$ cat config.mk
export PLATFORM = sky130hd
export DESIGN_NAME = verificador_pin
export DESIGN_NICKNAME = d
export VERILOG_FILES = /design/src/rtl/verificador_pin_pkg.sv /design/src/rtl/temporizador_inactividad.sv /design/src/rtl/verificador_pin.sv
export SDC_FILE = /design/constraint.sdc
export NUM_CORES = 1
export LEC_CHECK = 0
export ABC_CLOCK_PERIOD_IN_PS = 3400
export BUFFER_PORTS_ARGS = -buffer_cell sky130_fd_sc_hd__buf_2
export CAP_MARGIN = 0
export CORE_UTILIZATION = 59
export DETAILED_ROUTE_END_ITERATION = 10
export PLACE_DENSITY = 0.86
export SYNTH_ARGS = -nofsm -noshare
export SYNTH_HDL_FRONTEND = slang
export SYNTH_SLANG_ARGS = --single-unit
$ cat constraint.sdc
create_clock -name clk -period 3.4 [get_ports clk]
set_input_delay 0.51 -clock clk [delete_from_list [all_inputs] [get_ports clk]]
set_output_delay 0.51 -clock clk [all_outputs]
set_load 0.05 [all_outputs]
$ cat src/rtl/verificador_pin_pkg.sv
// Shared constants and state encoding for the PIN-entry checker.
package verificador_pin_pkg;

    localparam int DIG_W = 4;
    localparam logic [DIG_W-1:0] BORRAR     = 4'hA;
    localparam logic [DIG_W-1:0] MAX_DIGITO = 4'd9;

    typedef enum logic [1:0] {
        ESPERA_TARJETA = 2'd0,
        RECIBIENDO     = 2'd1,
        COMPARANDO     = 2'd2,
        BLOQUEADO      = 2'd3
    } estado_t;

endpackage

$ cat src/rtl/temporizador_inactividad.sv
// Inactivity down-counter: reload sets it to TIMEOUT_CICLOS-1, it counts one
// per enabled edge and saturates at zero, which flags expiry. Expiry is seen on
// the TIMEOUT_CICLOS-th consecutive enabled edge without a reload.
module temporizador_inactividad #(
    parameter int TIMEOUT_CICLOS = 1000
) (
    input  logic clk,
    input  logic reset,
    input  logic recargar,
    input  logic contar,
    output logic expirado
);

    localparam int TW = (TIMEOUT_CICLOS > 2) ? $clog2(TIMEOUT_CICLOS) : 1;
    localparam logic [TW-1:0] RECARGA = TW'(TIMEOUT_CICLOS - 1);

    logic [TW-1:0] cuenta_q, cuenta_d;

    // Next count: reload has priority, otherwise count down while enabled.
    always_comb begin
        cuenta_d = cuenta_q;
        if (recargar)
            cuenta_d = RECARGA;
        else if (contar && cuenta_q != '0)
            cuenta_d = cuenta_q - 1'b1;
    end

    // Counter register.
    always_ff @(posedge clk or negedge reset) begin
        if (!reset) cuenta_q <= RECARGA;
        else        cuenta_q <= cuenta_d;
    end

    assign expirado = (cuenta_q == '0);

endmodule

$ cat src/rtl/verificador_pin.sv
// PIN-entry checker: collects N_DIGITOS BCD digits, compares against the
// stored PIN, counts failures with warning and sticky lockout, supports an
// erase key and an inactivity timeout. All outputs come straight from flops.
module verificador_pin
    import verificador_pin_pkg::*;
#(
    parameter int N_DIGITOS      = 4,
    parameter int MAX_INTENTOS   = 3,
    parameter int TIMEOUT_CICLOS = 1000
) (
    input  logic                                  clk,
    input  logic                                  reset,
    input  logic                                  tarjeta_recibida,
    input  logic                                  digito_stb,
    input  logic [DIG_W-1:0]                      digito,
    input  logic [DIG_W*N_DIGITOS-1:0]            pin_correcto,
    output logic                                  pin_incorrecto,
    output logic                                  advertencia,
    output logic                                  bloqueo,
    output logic                                  fin,
    output logic                                  tiempo_agotado,
    output logic [$clog2(N_DIGITOS+1)-1:0]        digitos_ingresados,
    output logic [$clog2(MAX_INTENTOS+1)-1:0]     intentos_fallidos
);

    localparam int DCW = $clog2(N_DIGITOS + 1);
    localparam int ICW = $clog2(MAX_INTENTOS + 1);
    localparam int EW  = DIG_W * N_DIGITOS;
    localparam logic [DCW-1:0] ULTIMO_DIG = DCW'(N_DIGITOS - 1);
    localparam logic [ICW-1:0] ULTIMO_INT = ICW'(MAX_INTENTOS - 1);

    estado_t        estado_q, estado_d;
    logic [EW-1:0]  entrada_q, entrada_d;
    logic [DCW-1:0] digitos_q, digitos_d;
    logic [ICW-1:0] intentos_q, intentos_d;
    logic           fin_q, fin_d;
    logic           pin_inc_q, pin_inc_d;
    logic           agotado_q, agotado_d;
    logic           bloqueo_q, bloqueo_d;
    logic           advert_q, advert_d;
    logic           recargar, expirado, en_recibiendo;
    logic           es_digito, es_borrar;

    assign en_recibiendo = (estado_q == RECIBIENDO);
    assign es_digito     = digito_stb && (digito <= MAX_DIGITO);
    assign es_borrar     = digito_stb && (digito == BORRAR);

    temporizador_inactividad #(
        .TIMEOUT_CICLOS(TIMEOUT_CICLOS)
    ) u_temporizador (
        .clk      (clk),
        .reset    (reset),
        .recargar (recargar),
        .contar   (en_recibiendo),
        .expirado (expirado)
    );

    // Next-state, entry register, attempt counter and registered outputs.
    always_comb begin
        estado_d   = estado_q;
        entrada_d  = entrada_q;
        digitos_d  = digitos_q;
        intentos_d = intentos_q;
        fin_d      = 1'b0;
        pin_inc_d  = 1'b0;
        agotado_d  = 1'b0;
        recargar   = 1'b0;
        unique case (estado_q)
            ESPERA_TARJETA: begin
                if (tarjeta_recibida) begin
                    estado_d  = RECIBIENDO;
                    entrada_d = '0;
                    digitos_d = '0;
                    recargar  = 1'b1;
                end
            end
            RECIBIENDO: begin
                // An accepted strobe beats expiry on the same edge.
                if (es_digito) begin
                    entrada_d              = entrada_q << DIG_W;
                    entrada_d[DIG_W-1:0]   = digito;
                    digitos_d              = digitos_q + 1'b1;
                    recargar               = 1'b1;
                    if (digitos_q == ULTIMO_DIG) estado_d = COMPARANDO;
                end else if (es_borrar) begin
                    entrada_d = '0;
                    digitos_d = '0;
                    recargar  = 1'b1;
                end else if (expirado) begin
                    // Attempt count is kept so a timeout cannot launder failures.
                    agotado_d = 1'b1;
                    entrada_d = '0;
                    digitos_d = '0;
                    estado_d  = ESPERA_TARJETA;
                end
            end
            COMPARANDO: begin
                entrada_d = '0;
                digitos_d = '0;
                if (entrada_q == pin_correcto) begin
                    fin_d      = 1'b1;
                    intentos_d = '0;
                    estado_d   = ESPERA_TARJETA;
                end else begin
                    pin_inc_d  = 1'b1;
                    intentos_d = intentos_q + 1'b1;
                    if (intentos_q == ULTIMO_INT) begin
                        estado_d = BLOQUEADO;
                    end else begin
                        estado_d = RECIBIENDO;
                        recargar = 1'b1;
                    end
                end
            end
            BLOQUEADO: ;
            default:   estado_d = ESPERA_TARJETA;
        endcase
        bloqueo_d = (estado_d == BLOQUEADO);
        advert_d  = (intentos_d == ULTIMO_INT) && !bloqueo_d;
    end

    // State and output registers.
    always_ff @(posedge clk or negedge reset) begin
        if (!reset) begin
            estado_q   <= ESPERA_TARJETA;
            entrada_q  <= '0;
            digitos_q  <= '0;
            intentos_q <= '0;
            fin_q      <= 1'b0;
            pin_inc_q  <= 1'b0;
            agotado_q  <= 1'b0;
            bloqueo_q  <= 1'b0;
            advert_q   <= 1'b0;
        end else begin
            estado_q   <= estado_d;
            entrada_q  <= entrada_d;
            digitos_q  <= digitos_d;
            intentos_q <= intentos_d;
            fin_q      <= fin_d;
            pin_inc_q  <= pin_inc_d;
            agotado_q  <= agotado_d;
            bloqueo_q  <= bloqueo_d;
            advert_q   <= advert_d;
        end
    end

    assign pin_incorrecto     = pin_inc_q;
    assign advertencia        = advert_q;
    assign bloqueo            = bloqueo_q;
    assign fin                = fin_q;
    assign tiempo_agotado     = agotado_q;
    assign digitos_ingresados = digitos_q;
    assign intentos_fallidos  = intentos_q;

endmodule

# --- Word level (Yosys, flattened, before mapping) ---
# Index checks and enable logic that the tools add are counted.
classes:
  n_reduce_logical: 11
  magnitude_cmp: 1
  muxes: 36
  eq_ne: 10
  add_sub_neg: 3
ops:
  columns: ["op", "n"]
  rows:
  - ["16-bit 2-to-1 mux", 4]
  - ["16-bit one-hot mux with 3 select lines", 1]
  - ["10-bit 2-to-1 mux", 2]
  - ["2-bit 2-to-1 mux", 9]
  - ["16-bit equality test", 1]
  - ["1-bit 2-to-1 mux", 13]
  - ["3-bit 2-to-1 mux", 4]
  - ["10-bit logical NOT", 1]
  - ["10-bit nonzero test", 1]
  - ["10-bit by 1-bit subtractor with 10-bit output, second input constant", 1]
  - ["3-bit one-hot mux with 3 select lines", 1]
  - ["2-bit equality test, second input constant", 4]
  - ["2-bit one-hot mux with 3 select lines", 1]
  - ["4-bit equality test, second input constant", 1]
  - ["4-bit less-or-equal comparator, second input constant", 1]
  - ["1-bit logical AND", 4]
  - ["4-bit inequality test, second input constant", 1]
  - ["3-bit by 1-bit adder with 3-bit output, second input constant", 1]
  - ["3-bit by 2-bit equality test with 1-bit output, second input constant", 1]
  - ["1-bit one-hot mux with 3 select lines", 1]
  - ["3-bit AND reduction", 1]
  - ["3-bit nonzero test", 1]
  - ["2-bit by 1-bit adder with 2-bit output, second input constant", 1]
  - ["2-bit by 1-bit equality test with 1-bit output, second input constant", 1]
  - ["other kinds (4)", 4]
word_totals:
  word_cells: 71
  register_bits: 38
  inputBits: 24

# --- Logic depth before layout (Yosys ltp) ---
# Gate-level depths: netlist of the first run.
depth:
  ltp_word: 8
  ltp_mapped: 8
  ltp_nobuf: 7

# --- Hierarchy ---
# Synthesis of the first run repeated with hierarchy kept, for this count alone.
unflattened:
  hier_cells: 168
  area_unflattened_um2: 1915.6
by_module_without_submodules:
  columns: ["mod", "area_per_inst_um2", "cells_each", "n_inst"]
  rows:
  - ["verificador_pin", 1322.5, 111, 1]
  - ["temporizador_inactividad", 593.1, 57, 1]

# --- Worst setup path after synthesis of the first run ---
# OpenSTA, ideal clock, no wires.
synth_timing:
  kind: "flip-flop to flip-flop"
  start: "reg u_temporizador.cuenta_q[0]"
  end: "reg entrada_q[10]"
  t_required_ps: 3279
  setup_slack_ps: 1424
  n_path_buf: 1
  t_arrival_ps: 1855
  stages_incl_launch_ff: 8
  path_cell_list: "dfstp_2 inv_1 ha_1 or4b_1 o31ai_4 o211ai_4 buf_6 a22o_1"
synth_via:
  elab_chain_len: 3
synth_lines:
  columns: ["item", "line_no", "source"]
  rows:
  - ["from (decl)", "temporizador_inactividad.sv:17", "logic [TW-1:0] cuenta_q, cuenta_d;"]
  - ["from (signal assigned)", "temporizador_inactividad.sv:31", "else cuenta_q <= cuenta_d;"]
  - ["10-bit logical NOT", "temporizador_inactividad.sv:34", "assign expirado = (cuenta_q == '0);"]
  - ["4-bit inequality test (no line)", null, null]
  - ["3-bit AND reduction (no line)", null, null]
  - ["to (signal assigned)", "verificador_pin.sv:136", "entrada_q <= entrada_d;"]
  - ["to (decl)", "verificador_pin.sv:33", "logic [EW-1:0] entrada_q, entrada_d;"]
# Every way passes these cells.
# A chain may end at the register's enable or synchronous reset.

# --- Final worst setup path of the first run ---
layout_timing:
  start: "reg u_temporizador.cuenta_q[0]"
  end: "reg entrada_q[7]"
# Same word-level chain as after synthesis.

==> results of run 1 <==
[placed cells by master (no fill, tap or decap), drive strengths merged, types with 2 or more instances in the layout]
cell and n:
o31ai 2, nand4 6, xnor2 20, clkbuf 5, clkinv 2, a22o 18
or2 2, dfrtp 30, nor2b 2, buf 33, ha 5, xor2 4
nor2 6, a21boi 2, or3 2, o21ai 6, a21oi 2, o211ai 2
nand3 4, nor4 4, nand2 17, dfstp 8, inv 6
[worst min path at each step]
stage / endpoint / cells past startpoint / slack [ns] / startpoint
2_1_floorplan: advertencia$_DFF_PN0_ / 0 / 0.21 / reset
3_3_place_gp: digitos_ingresados[0]$_DFFE_PN0P_ / 1 / 0.48 / digitos_ingresados[0]$_DFFE_PN0P_
3_5_place_dp: entrada_q[15]$_DFFE_PN0P_ / 1 / 0.52 / entrada_q[15]$_DFFE_PN0P_
4_1_cts: entrada_q[8]$_DFFE_PN0P_ / 1 / 0.24 / reset
5_1_grt: entrada_q[8]$_DFFE_PN0P_ / 1 / 0.29 / reset
6_report: entrada_q[8]$_DFFE_PN0P_ / 1 / 0.22 / reset
[worst max-delay path, cell delays in order (launching register included)]
cell	delay, ns
dfstp_2	0.39
inv_1	0.09
ha_1	0.14
or4b_1	0.51
o31ai_4	0.39
o211ai_4	0.26
a22o_1	0.26
[sequential cells by signal, summed over array words and instances (netlist names)]
| register | flops |
|---|---|
| fin | 1 |
| digitos_ingresados | 3 |
| intentos_fallidos | 2 |
| pin_incorrecto | 1 |
| entrada_q | 16 |
| estado_q | 2 |
| bloqueo | 1 |
| advertencia | 1 |
| u_temporizador.cuenta_q | 10 |
| tiempo_agotado | 1 |
[per-stage QoR]
stage                     instances    util
after CTS                       246  0.7091
after detailed placement        238  0.6835
after global routing            246  0.7091
after floorplan                 165       -
final                           246  0.7091
after global placement          238  0.6835
[layout make-up]
| class | instances | area (um2) |
|---|---|---|
| repair buffers | 33 | 165.2 |
| flip-flops and latches | 38 | 960.9 |
| inverters | 6 | 22.52 |
| clock inverters | 3 | 40.04 |
| multi-input cells | 117 | 865.8 |
| clock buffers | 5 | 37.54 |
| fillers | 228 | 880.8 |
| well taps | 44 | 55.05 |
[power by group]
group          internal (mW)  switching, mW
Sequential             0.621          0.149
Clock                  0.152          0.145
Combinational          0.293          0.435
Total                   1.07          0.729
[metal layers]
layer,global-route usage,up-vias,routed length (um)
li1,-,664,-
met1,0.2934,678,1545
met2,0.4023,43,1811
met3,0.05275,14,182
met4,0.1531,0,134
met5,0,-,0
[cell families (layout without fill, tap and decap cells)]
logic type / Yosys count / after routing / synth area share
compound gates: 36 / 36 / 0.1634
flops: 38 / 38 / 0.5123
fa+ha+maj: 5 / 5 / 0.03336
xor+xnor: 24 / 24 / 0.1121
mux: 2 / 2 / 0.01134
buf+inv: 10 / 47 / 0.02601
simple gates: 50 / 50 / 0.1414
==> results.py, run 1 <==
metrics = {
    "detailed_routing": {
        "drc": 0,
        "ant_nets": 0,
        "wl_um": 3674,
        "vias": 1399,
        "drt_iter0_drc": 59,
        "drtPass1Iterations": 4,
        "wl_per_cell_um": 14.93,
        "via_per_inst": 5.687,
    },
    "die": {
        "coreArea_mm2": 0.003028,
        "die_w_um": 58.38,
        "die_area_mm2": 0.003408,
        "io_pins": 34,
        "chipHeight_um": 58.38,
        "num_rows": 20,
        "start_util": 0.6194,
    },
    "synthesis": {
        "seq_area_frac_synth": 0.5123,
        "yosysWarnings": 0,
        "synth_edf_count": 0,
        "synth_most_common_cell": "dfrtp_1",
        "ys.flop_type": "dfrtp_1",
        "syn_nets": 194,
        "synth.distinct_cells": 39,
        "synthArstFlopShare": 1.000,
        "synth.area.top_cells": "dfrtp_1 40%, dfstp_2 11%, xnor2_1 9.3%",
        "syn_inst": 165,
        "synthTopCellsByCount": "30 x dfrtp_1, 20 x xnor2_1, 18 x a22o_1, 17 x nand2_1, 8 x dfstp_2",
        "synth_area_leader_cell": "dfrtp_1",
        "syn_area_mm2": 0.001876,
        "synth.avg_cell_area_um2": 11.37,
        "synth-seq-cells": 38,
        "synth_top_area_frac": 0.4003,
    },
    "worst_setup_path": {
        "reg2reg_from": "u_temporizador.cuenta_q[0]$_DFFE_PN1P_",
        "r2r_cells": 6,
        "crit_start": "u_temporizador.cuenta_q[0]$_DFFE_PN1P_",
        "startpoint_type": "flip-flop",
        "r2r_slack_ns": 1.26,
        "path_max_fanout": 19,
        "timing.rr.end": "entrada_q[7]$_DFFE_PN0P_",
        "crit_type": "flip-flop to flip-flop",
        "cp.required_ns": 3.65,
        "crit_arrival_ns": 2.39,
        "cp-end-kind": "flip-flop",
        "crit_path_end": "entrada_q[7]$_DFFE_PN0P_",
    },
    "run_status": {
        "status": "complete, no violations",
    },
    "final_layout": {
        "antenna_cells": 0,
        "drive_gt1_frac": 0.2723,
        "final_nets": 230,
        "area_growth_pct": 14.48,
        "postLayoutCellArea_mm2": 0.002147,
    },
    "timing": {
        "slew-limit-headroom": 0.4670,
        "worst_slack_ns": 1.259,
        "rsz0062_at_grt": "false",
        "setup_viol_count_final": 0,
        "fmax_mhz": 467.1,
        "layout_min_cycle_time_ns": 2.141,
        "finalHoldViolCount": 0,
        "tightest_slew_ns": 0.7995,
        "layout_worst_path_cycle_share": 0.6297,
        "finalMaxSlewViolations": 0,
        "holdWs_ns": 0.2246,
        "clock_skew_ns": 0.007499,
        "tns_ns": 0,
    },
    "cts": {
        "tritoncts": "built",
        "cts-htree-levels": 2,
        "clock_latency_ns": 0.36,
        "cts_buffer_depth": 2,
        "cts_num_sinks": 38,
        "root_buffer": "clkbuf_4",
        "path_clk_slew_ns": 0.11,
        "numCtsBuffers": 5,
        "post_cts_resized": 0,
        "post_cts_buffers": 0,
        "holdBufCountCts": 0,
    },
    "placed_design": {
        "portBuffers": 33,
        "post-place-ws_ns": 1.135,
        "placed_cell_area_mm2": 0.002069,
        "place_hpwl_um": 2700,
        "gp_congestion": 0.8594,
    },
    "hold_path": {
        "min_path_type": "primary input to asynchronous set/reset pin",
    },
    "pwr": {
        "pwr_density_cell_mw_per_mm2": 836.1,
        "p_leak_nw": 0.9526,
        "p_total_mw": 1.795,
        "peakVddDrop_mv": 0.4754,
    },
    "global_route": {
        "grt_pass1_vias": 1388,
        "grt_pass1_wl_um": 6072,
        "overflow": 0,
        "grtUsageTotal": 0.2445,
        "grt_max_degree": 39,
        "antenna_found_initial": 0,
    },
    "run": {
        "drv_cap": 0,
    },
}
No activity file was read; power rests on OpenSTA's default activity.
==> run 2, diff against run 1 <==
ABC_CLOCK_PERIOD_IN_PS = 2000   (was 3400)
CORE_UTILIZATION = 55   (was 59)
PLACE_DENSITY = 0.81   (was 0.86)
clock period = 2 ns   (was 3.4 ns; I/O delays follow)
==> run 2 against run 1 <==
Sequential share of layout area decreased by 1.4 points. Routed wire length increased by 6.6%. Via count increased by 2.3%. Sequential power increased by 69%. Final cell count increased by 3.3%. Critical path type unchanged. Critical endpoint is now estado_q[0]$_DFF_PN0_. Largest cell class unchanged.
==> results.py, run 2 (synthesized netlist as in run 1, its figures left out) <==
metrics = {
    "run_status": {
        "status": "complete, no violations",
    },
    "placed_design": {
        "placed_cell_area_mm2": 0.002122,
        "portBuffers": 33,
        "gp_congestion": 0.9311,
        "post-place-ws_ns": -0.06244,
        "place_hpwl_um": 2830,
    },
    "die": {
        "start_util": 0.5948,
        "chipHeight_um": 60.40,
        "io_pins": 34,
        "die_w_um": 60.40,
        "coreArea_mm2": 0.003153,
        "die_area_mm2": 0.003648,
        "num_rows": 20,
    },
    "detailed_routing": {
        "wl_per_cell_um": 15.42,
        "drc": 0,
        "vias": 1431,
        "wl_um": 3917,
        "drt_iter0_drc": 41,
        "ant_nets": 0,
        "via_per_inst": 5.634,
        "drtPass1Iterations": 4,
    },
    "cts": {
        "root_buffer": "clkbuf_4",
        "tritoncts": "built",
        "path_clk_slew_ns": 0.11,
        "cts-htree-levels": 2,
        "numCtsBuffers": 5,
        "cts_num_sinks": 38,
        "clock_latency_ns": 0.35,
        "cts_buffer_depth": 2,
    },
    "pwr": {
        "p_sw_mw": 1.290,
        "clock_power_share": 0.135,
        "peakVddDrop_mv": 0.9524,
        "internal-power_mw": 1.793,
        "pwr-share-comb": 0.442,
        "p_total_mw": 3.083,
        "p_leak_nw": 0.9986,
        "power_frac_seq": 0.423,
        "pwr_density_cell_mw_per_mm2": 1392,
        "swShare": 0.4184,
    },
    "worst_setup_path": {
        "crit_type": "flip-flop to flip-flop",
        "cp-end-kind": "flip-flop",
        "slowest_stage": "or4b_4",
        "cp.required_ns": 2.24,
        "crit_chain": "inv_2 -> ha_1 -> or4b_4 -> or3_4 -> o21ai_2 -> a21oi_1 -> or2_1",
        "cp_slowest_stage_delay_ns": 0.48,
        "startpoint_type": "flip-flop",
        "path_max_fanout": 3,
        "crit_arrival_ns": 2.20,
    },
    "final_layout": {
        "finish.utilization": 0.7024,
        "antenna_cells": 0,
        "drive_gt1_frac": 0.3190,
        "multiInputGateArea_um2": 887.1,
        "seqCellArea_um2": 960.9,
        "largest_reg_flops": 16,
        "mostFrequentLayoutCells": "33 x buf_2, 30 x dfrtp_1, 20 x xnor2_1",
        "largest_register": "entrada_q",
        "postLayoutCellArea_mm2": 0.002215,
        "fillers": 233,
        "area_growth_pct": 18.08,
        "final_nets": 238,
        "final_common_cell": "buf_2",
    },
    "timing": {
        "clock_skew_ns": 0.009358,
        "layout_min_cycle_time_ns": 1.965,
        "slew-limit-headroom": 0.4674,
        "worst_slack_ns": 0.03471,
        "rsz0062_at_grt": "true",
        "finalMaxSlewViolations": 0,
        "finalHoldViolCount": 0,
        "layout_worst_path_cycle_share": 0.9826,
        "fmax_mhz": 508.8,
        "holdWs_ns": 0.03182,
        "tightest_slew_ns": 0.7989,
        "setup_viol_count_final": 0,
    },
    "global_route": {
        "antenna_found_initial": 0,
        "grt_pass1_vias": 1469,
        "grt_pass1_wl_um": 6548,
        "overflow": 0,
        "grt_max_degree": 39,
        "grtUsageTotal": 0.2510,
    },
    "hold_path": {
        "min_path_type": "primary input to asynchronous set/reset pin",
    },
    "run": {
        "drv_cap": 0,
    },
}
## run 2: final timing paths
path                                                         from                                      to  slack [ns]  cells after the start
setup / recovery           u_temporizador.cuenta_q[0]$_DFFE_PN1P_                   estado_q[0]$_DFF_PN0_        0.03                      7
hold / removal                                              reset  u_temporizador.cuenta_q[3]$_DFFE_PN0P_        0.03                      1
setup reg to reg           u_temporizador.cuenta_q[0]$_DFFE_PN1P_                   estado_q[0]$_DFF_PN0_        0.03                      7
hold reg to reg                 digitos_ingresados[2]$_DFFE_PN0P_       digitos_ingresados[2]$_DFFE_PN0P_        0.53                      2
max in group asynchronous                                   reset               entrada_q[14]$_DFFE_PN0P_        1.47                      1
min in group clk                                        digito[1]                entrada_q[1]$_DFFE_PN0P_        0.21                      2
## run 2: repair_timing
item	CTS	global route
hold buffers	0	0
setup buffers	1	0
endpoints found under the setup margin	1	4
pin swaps	1	1
gates resized for setup	3	4
## run 2: power groups by stage
stage	logic (mW)	registers, mW	clock network [mW]
3_3_place_gp	1.25	1.29	0
3_5_place_dp	1.31	1.31	0
4_1_cts	1.34	1.30	0.423
5_1_grt	1.48	1.34	0.454
6_report	1.36	1.30	0.417
2_1_floorplan	0.787	1.48	0
## run 2: layout make-up
class / count / area share
Sequential cell: 38 / 0.4339
Inverter: 6 / 0.01017
Multi-Input combinational cell: 117 / 0.4006
Clock inverter: 1 / 0.002260
Timing Repair Buffer: 41 / 0.1034
Clock buffer: 7 / 0.02486
Tap cell: 44 / 0.02486
## run 2: metal layers
layer,track usage,part of all wire,up-vias
met3,0.06397,0.056,6
met5,0,0,-
met2,0.4553,0.53,43
met1,0.2849,0.40,703
li1,-,-,679
met4,0.08970,0.012,0
## run 2: per-stage QoR
stage                     cells   TNS (ns)
after detailed placement    245   -0.06244
after floorplan             165          0
after global routing        254  -0.003785
final                       254          0
after global placement      245          0
after CTS                   254  -0.006141
## run 2: worst max-delay path, delay by kind of cell, from the launching register on
| kind | cells | cell delay [ns] |
|---|---|---|
| AO/OA/AOI/OAI | 2 | 0.20 |
| flip-flops | 1 | 0.39 |
| AND/OR/NAND/NOR | 3 | 1.07 |
| adder cells (fa/ha/maj) | 1 | 0.13 |
| buffers and inverters | 1 | 0.06 |
==> run 3, diff against run 2 <==
--- a/config.mk
+++ b/config.mk
@@ -10,5 +10,8 @@
 export CAP_MARGIN = 0
-export CORE_UTILIZATION = 55
+export CELL_PAD_IN_SITES_DETAIL_PLACEMENT = 1
+export CELL_PAD_IN_SITES_GLOBAL_PLACEMENT = 1
+export CORE_UTILIZATION = 43
 export DETAILED_ROUTE_END_ITERATION = 10
-export PLACE_DENSITY = 0.81
+export GPL_ROUTABILITY_DRIVEN = 1
+export PLACE_DENSITY = 0.8
 export SYNTH_ARGS = -nofsm -noshare
==> constraint.sdc (replaced) <==
create_clock -name clk -period 2 [get_ports clk]
set_input_delay 0.5 -clock clk [delete_from_list [all_inputs] [get_ports clk]]
set_output_delay 0.5 -clock clk [all_outputs]
set_load 0.05 [all_outputs]
==> run 3 against run 2 <==
Sequential share of layout area down 0.75 points. Critical endpoint unchanged. Highest routed layer unchanged. Via count is 0.98% higher. Clock skew down 0.0056 ns. Flip-flop and latch count unchanged. Utilization shrank 15 points. Clock power increased by 28%. Power increased by 4.8%. Register-to-register slack better by 0.02 ns. Hold slack better by 0.13 ns. Non-clock buffer count stayed put. Global-route usage shrank 2.4 points. Fmax is 1.1% higher.
==> results.py, run 3 (synthesized netlist as in run 1, its figures left out) <==
metrics = {
    "run_status": {
        "status": "complete, no violations",
    },
    "final_layout": {
        "postLayoutCellArea_mm2": 0.002253,
        "mostFrequentLayoutCells": "33 x buf_2, 30 x dfrtp_1, 20 x xnor2_1",
        "largest_reg_flops": 16,
        "antenna_cells": 0,
        "largest_register": "entrada_q",
        "final_nets": 238,
        "final_common_cell": "buf_2",
        "area_growth_pct": 20.15,
        "drive_gt1_frac": 0.3190,
    },
    "cts": {
        "cts_num_sinks": 38,
        "cts-htree-levels": 2,
        "clock_latency_ns": 0.29,
        "holdBufCountCts": 0,
        "path_clk_slew_ns": 0.07,
        "post_cts_buffers": 0,
        "root_buffer": "clkbuf_8",
        "cts_buffer_depth": 2,
        "tritoncts": "built",
        "numCtsBuffers": 5,
    },
    "detailed_routing": {
        "wl_met3_um": 151,
        "highest_layer": "met4",
        "wl_met2_um": 2330,
        "drtPass1Iterations": 4,
        "drt_iter0_drc": 103,
        "via_per_inst": 5.558,
        "wl_per_cell_um": 17.21,
        "drc": 0,
        "vias": 1445,
        "ant_nets": 0,
        "met1_length_um": 1863,
        "wl_um": 4474,
    },
    "pwr": {
        "internal-power_mw": 1.897,
        "p_leak_nw": 1.002,
        "swShare": 0.4127,
        "clock_power_share": 0.165,
        "pwr_density_cell_mw_per_mm2": 1434,
        "pwr-share-comb": 0.421,
        "peakVddDrop_mv": 0.6305,
        "power_frac_seq": 0.414,
        "p_sw_mw": 1.333,
    },
    "worst_setup_path": {
        "path_max_fanout": 3,
        "cp_slowest_stage_delay_ns": 0.49,
        "crit_type": "flip-flop to flip-flop",
        "slowest_stage": "or4b_4",
        "cp-end-kind": "flip-flop",
        "crit_arrival_ns": 2.11,
        "crit_chain": "inv_2 -> ha_1 -> or4b_4 -> or3_4 -> o21ai_2 -> a21oi_1 -> or2_1",
        "cp.required_ns": 2.17,
        "startpoint_type": "flip-flop",
    },
    "placed_design": {
        "placed_cell_area_mm2": 0.002150,
        "portBuffers": 33,
        "place_hpwl_um": 3514,
        "gp_congestion": 0.8689,
    },
    "global_route": {
        "grt_pass1_vias": 1577,
        "grt_max_degree": 21,
        "grt_pass1_wl_um": 7576,
        "grtUsageTotal": 0.2273,
        "overflow": 0,
        "antenna_found_initial": 0,
    },
    "die": {
        "start_util": 0.4590,
        "die_area_mm2": 0.004630,
        "die_w_um": 68.05,
        "num_rows": 23,
        "io_pins": 34,
        "chipHeight_um": 68.05,
        "coreArea_mm2": 0.004086,
    },
    "timing": {
        "finalHoldViolCount": 0,
        "slew-limit-headroom": 0.6175,
        "fmax_mhz": 514.3,
        "tns_ns": 0,
        "finalMaxSlewViolations": 0,
        "tightest_slew_ns": 0.5710,
        "setup_viol_count_final": 0,
        "clock_skew_ns": 0.003729,
        "rsz0062_at_grt": "true",
        "layout_worst_path_cycle_share": 0.9723,
        "layout_min_cycle_time_ns": 1.945,
    },
    "run": {
        "drv_cap": 0,
    },
    "hold_path": {
        "min_path_type": "primary input to asynchronous set/reset pin",
    },
}
[run 3: cell count changes in the layout (fill, tap and decap cells not counted)]
| cell | previous run | this run |
|---|---|---|
| buf_12 | 0 | 1 |
| buf_6 | 1 | 0 |
| nor4_2 | 0 | 1 |
| clkbuf_8 | 1 | 6 |
| nor4_4 | 1 | 0 |
| clkbuf_4 | 5 | 0 |
[run 3: critical path: cells and delay by family, from the launching register on]
family	cells	cell delay, ns
AND/OR/NAND/NOR	3	1.07
flip-flops	1	0.39
AO/OA/AOI/OAI	2	0.19
adder cells (fa/ha/maj)	1	0.13
buffers and inverters	1	0.06
[run 3: cell type report]
| type | count | area (um2) |
|---|---|---|
| Clock buffer | 7 | 86.33 |
| Inverter | 6 | 22.52 |
| Multi-Input combinational cell | 117 | 878.3 |
| Fill cell | 469 | 1833 |
| Clock inverter | 1 | 5.005 |
| Tap cell | 50 | 62.56 |
| Timing Repair Buffer | 41 | 237.7 |
| Sequential cell | 38 | 960.9 |
[run 3: per-layer routing]
layer,up-vias,track usage
met4,0,0.1042
met5,-,0
li1,678,-
met1,720,0.2666
met2,33,0.3971
met3,14,0.04333
[run 3: metrics by stage]
| stage | util | cells | hold slack (ns) | setup slack, ns | power [mW] |
|---|---|---|---|---|---|
| after floorplan | - | 165 | 0.2044 | 0.02443 | 2.267 |
| after global placement | 0.5260 | 252 | 0.4679 | 0.08897 | 2.564 |
| after detailed placement | 0.5260 | 252 | 0.4826 | -0.04330 | 2.704 |
| after CTS | 0.5514 | 260 | 0.1713 | 0.01455 | 3.260 |
| after global routing | 0.5514 | 260 | 0.1927 | -0.02520 | 3.439 |
| final | 0.5514 | 260 | 0.1611 | 0.05548 | 3.231 |
[run 3: final timing paths]
| kind | slack, ns | cells after the start | end | start |
|---|---|---|---|---|
| worst max-delay path | 0.06 | 7 | estado_q[0]$_DFF_PN0_ | u_temporizador.cuenta_q[0]$_DFFE_PN1P_ |
| worst min-delay path | 0.16 | 1 | entrada_q[8]$_DFFE_PN0P_ | reset |
| worst max register to register | 0.06 | 7 | estado_q[0]$_DFF_PN0_ | u_temporizador.cuenta_q[0]$_DFFE_PN1P_ |
| worst min register to register | 0.52 | 1 | digitos_ingresados[0]$_DFFE_PN0P_ | digitos_ingresados[0]$_DFFE_PN0P_ |
| max in group asynchronous | 1.30 | 2 | u_temporizador.cuenta_q[0]$_DFFE_PN1P_ | reset |
| min in group clk | 0.46 | 2 | entrada_q[0]$_DFFE_PN0P_ | digito[0] |
[run 3: power by group through the flow]
| stage | Clock, mW | Combinational (mW) | Sequential, mW |
|---|---|---|---|
| after global routing | 0.575 | 1.49 | 1.37 |
| after floorplan | 0 | 0.787 | 1.48 |
| after global placement | 0 | 1.26 | 1.30 |
| after CTS | 0.548 | 1.37 | 1.34 |
| final | 0.532 | 1.36 | 1.34 |
| after detailed placement | 0 | 1.36 | 1.35 |
[run 3: timing repair]
action | CTS | global route
hold endpoints to repair | 0 | 0
cloned | 0 | 0
setup endpoints to repair | 12 | 25
resized for setup | 3 | 2
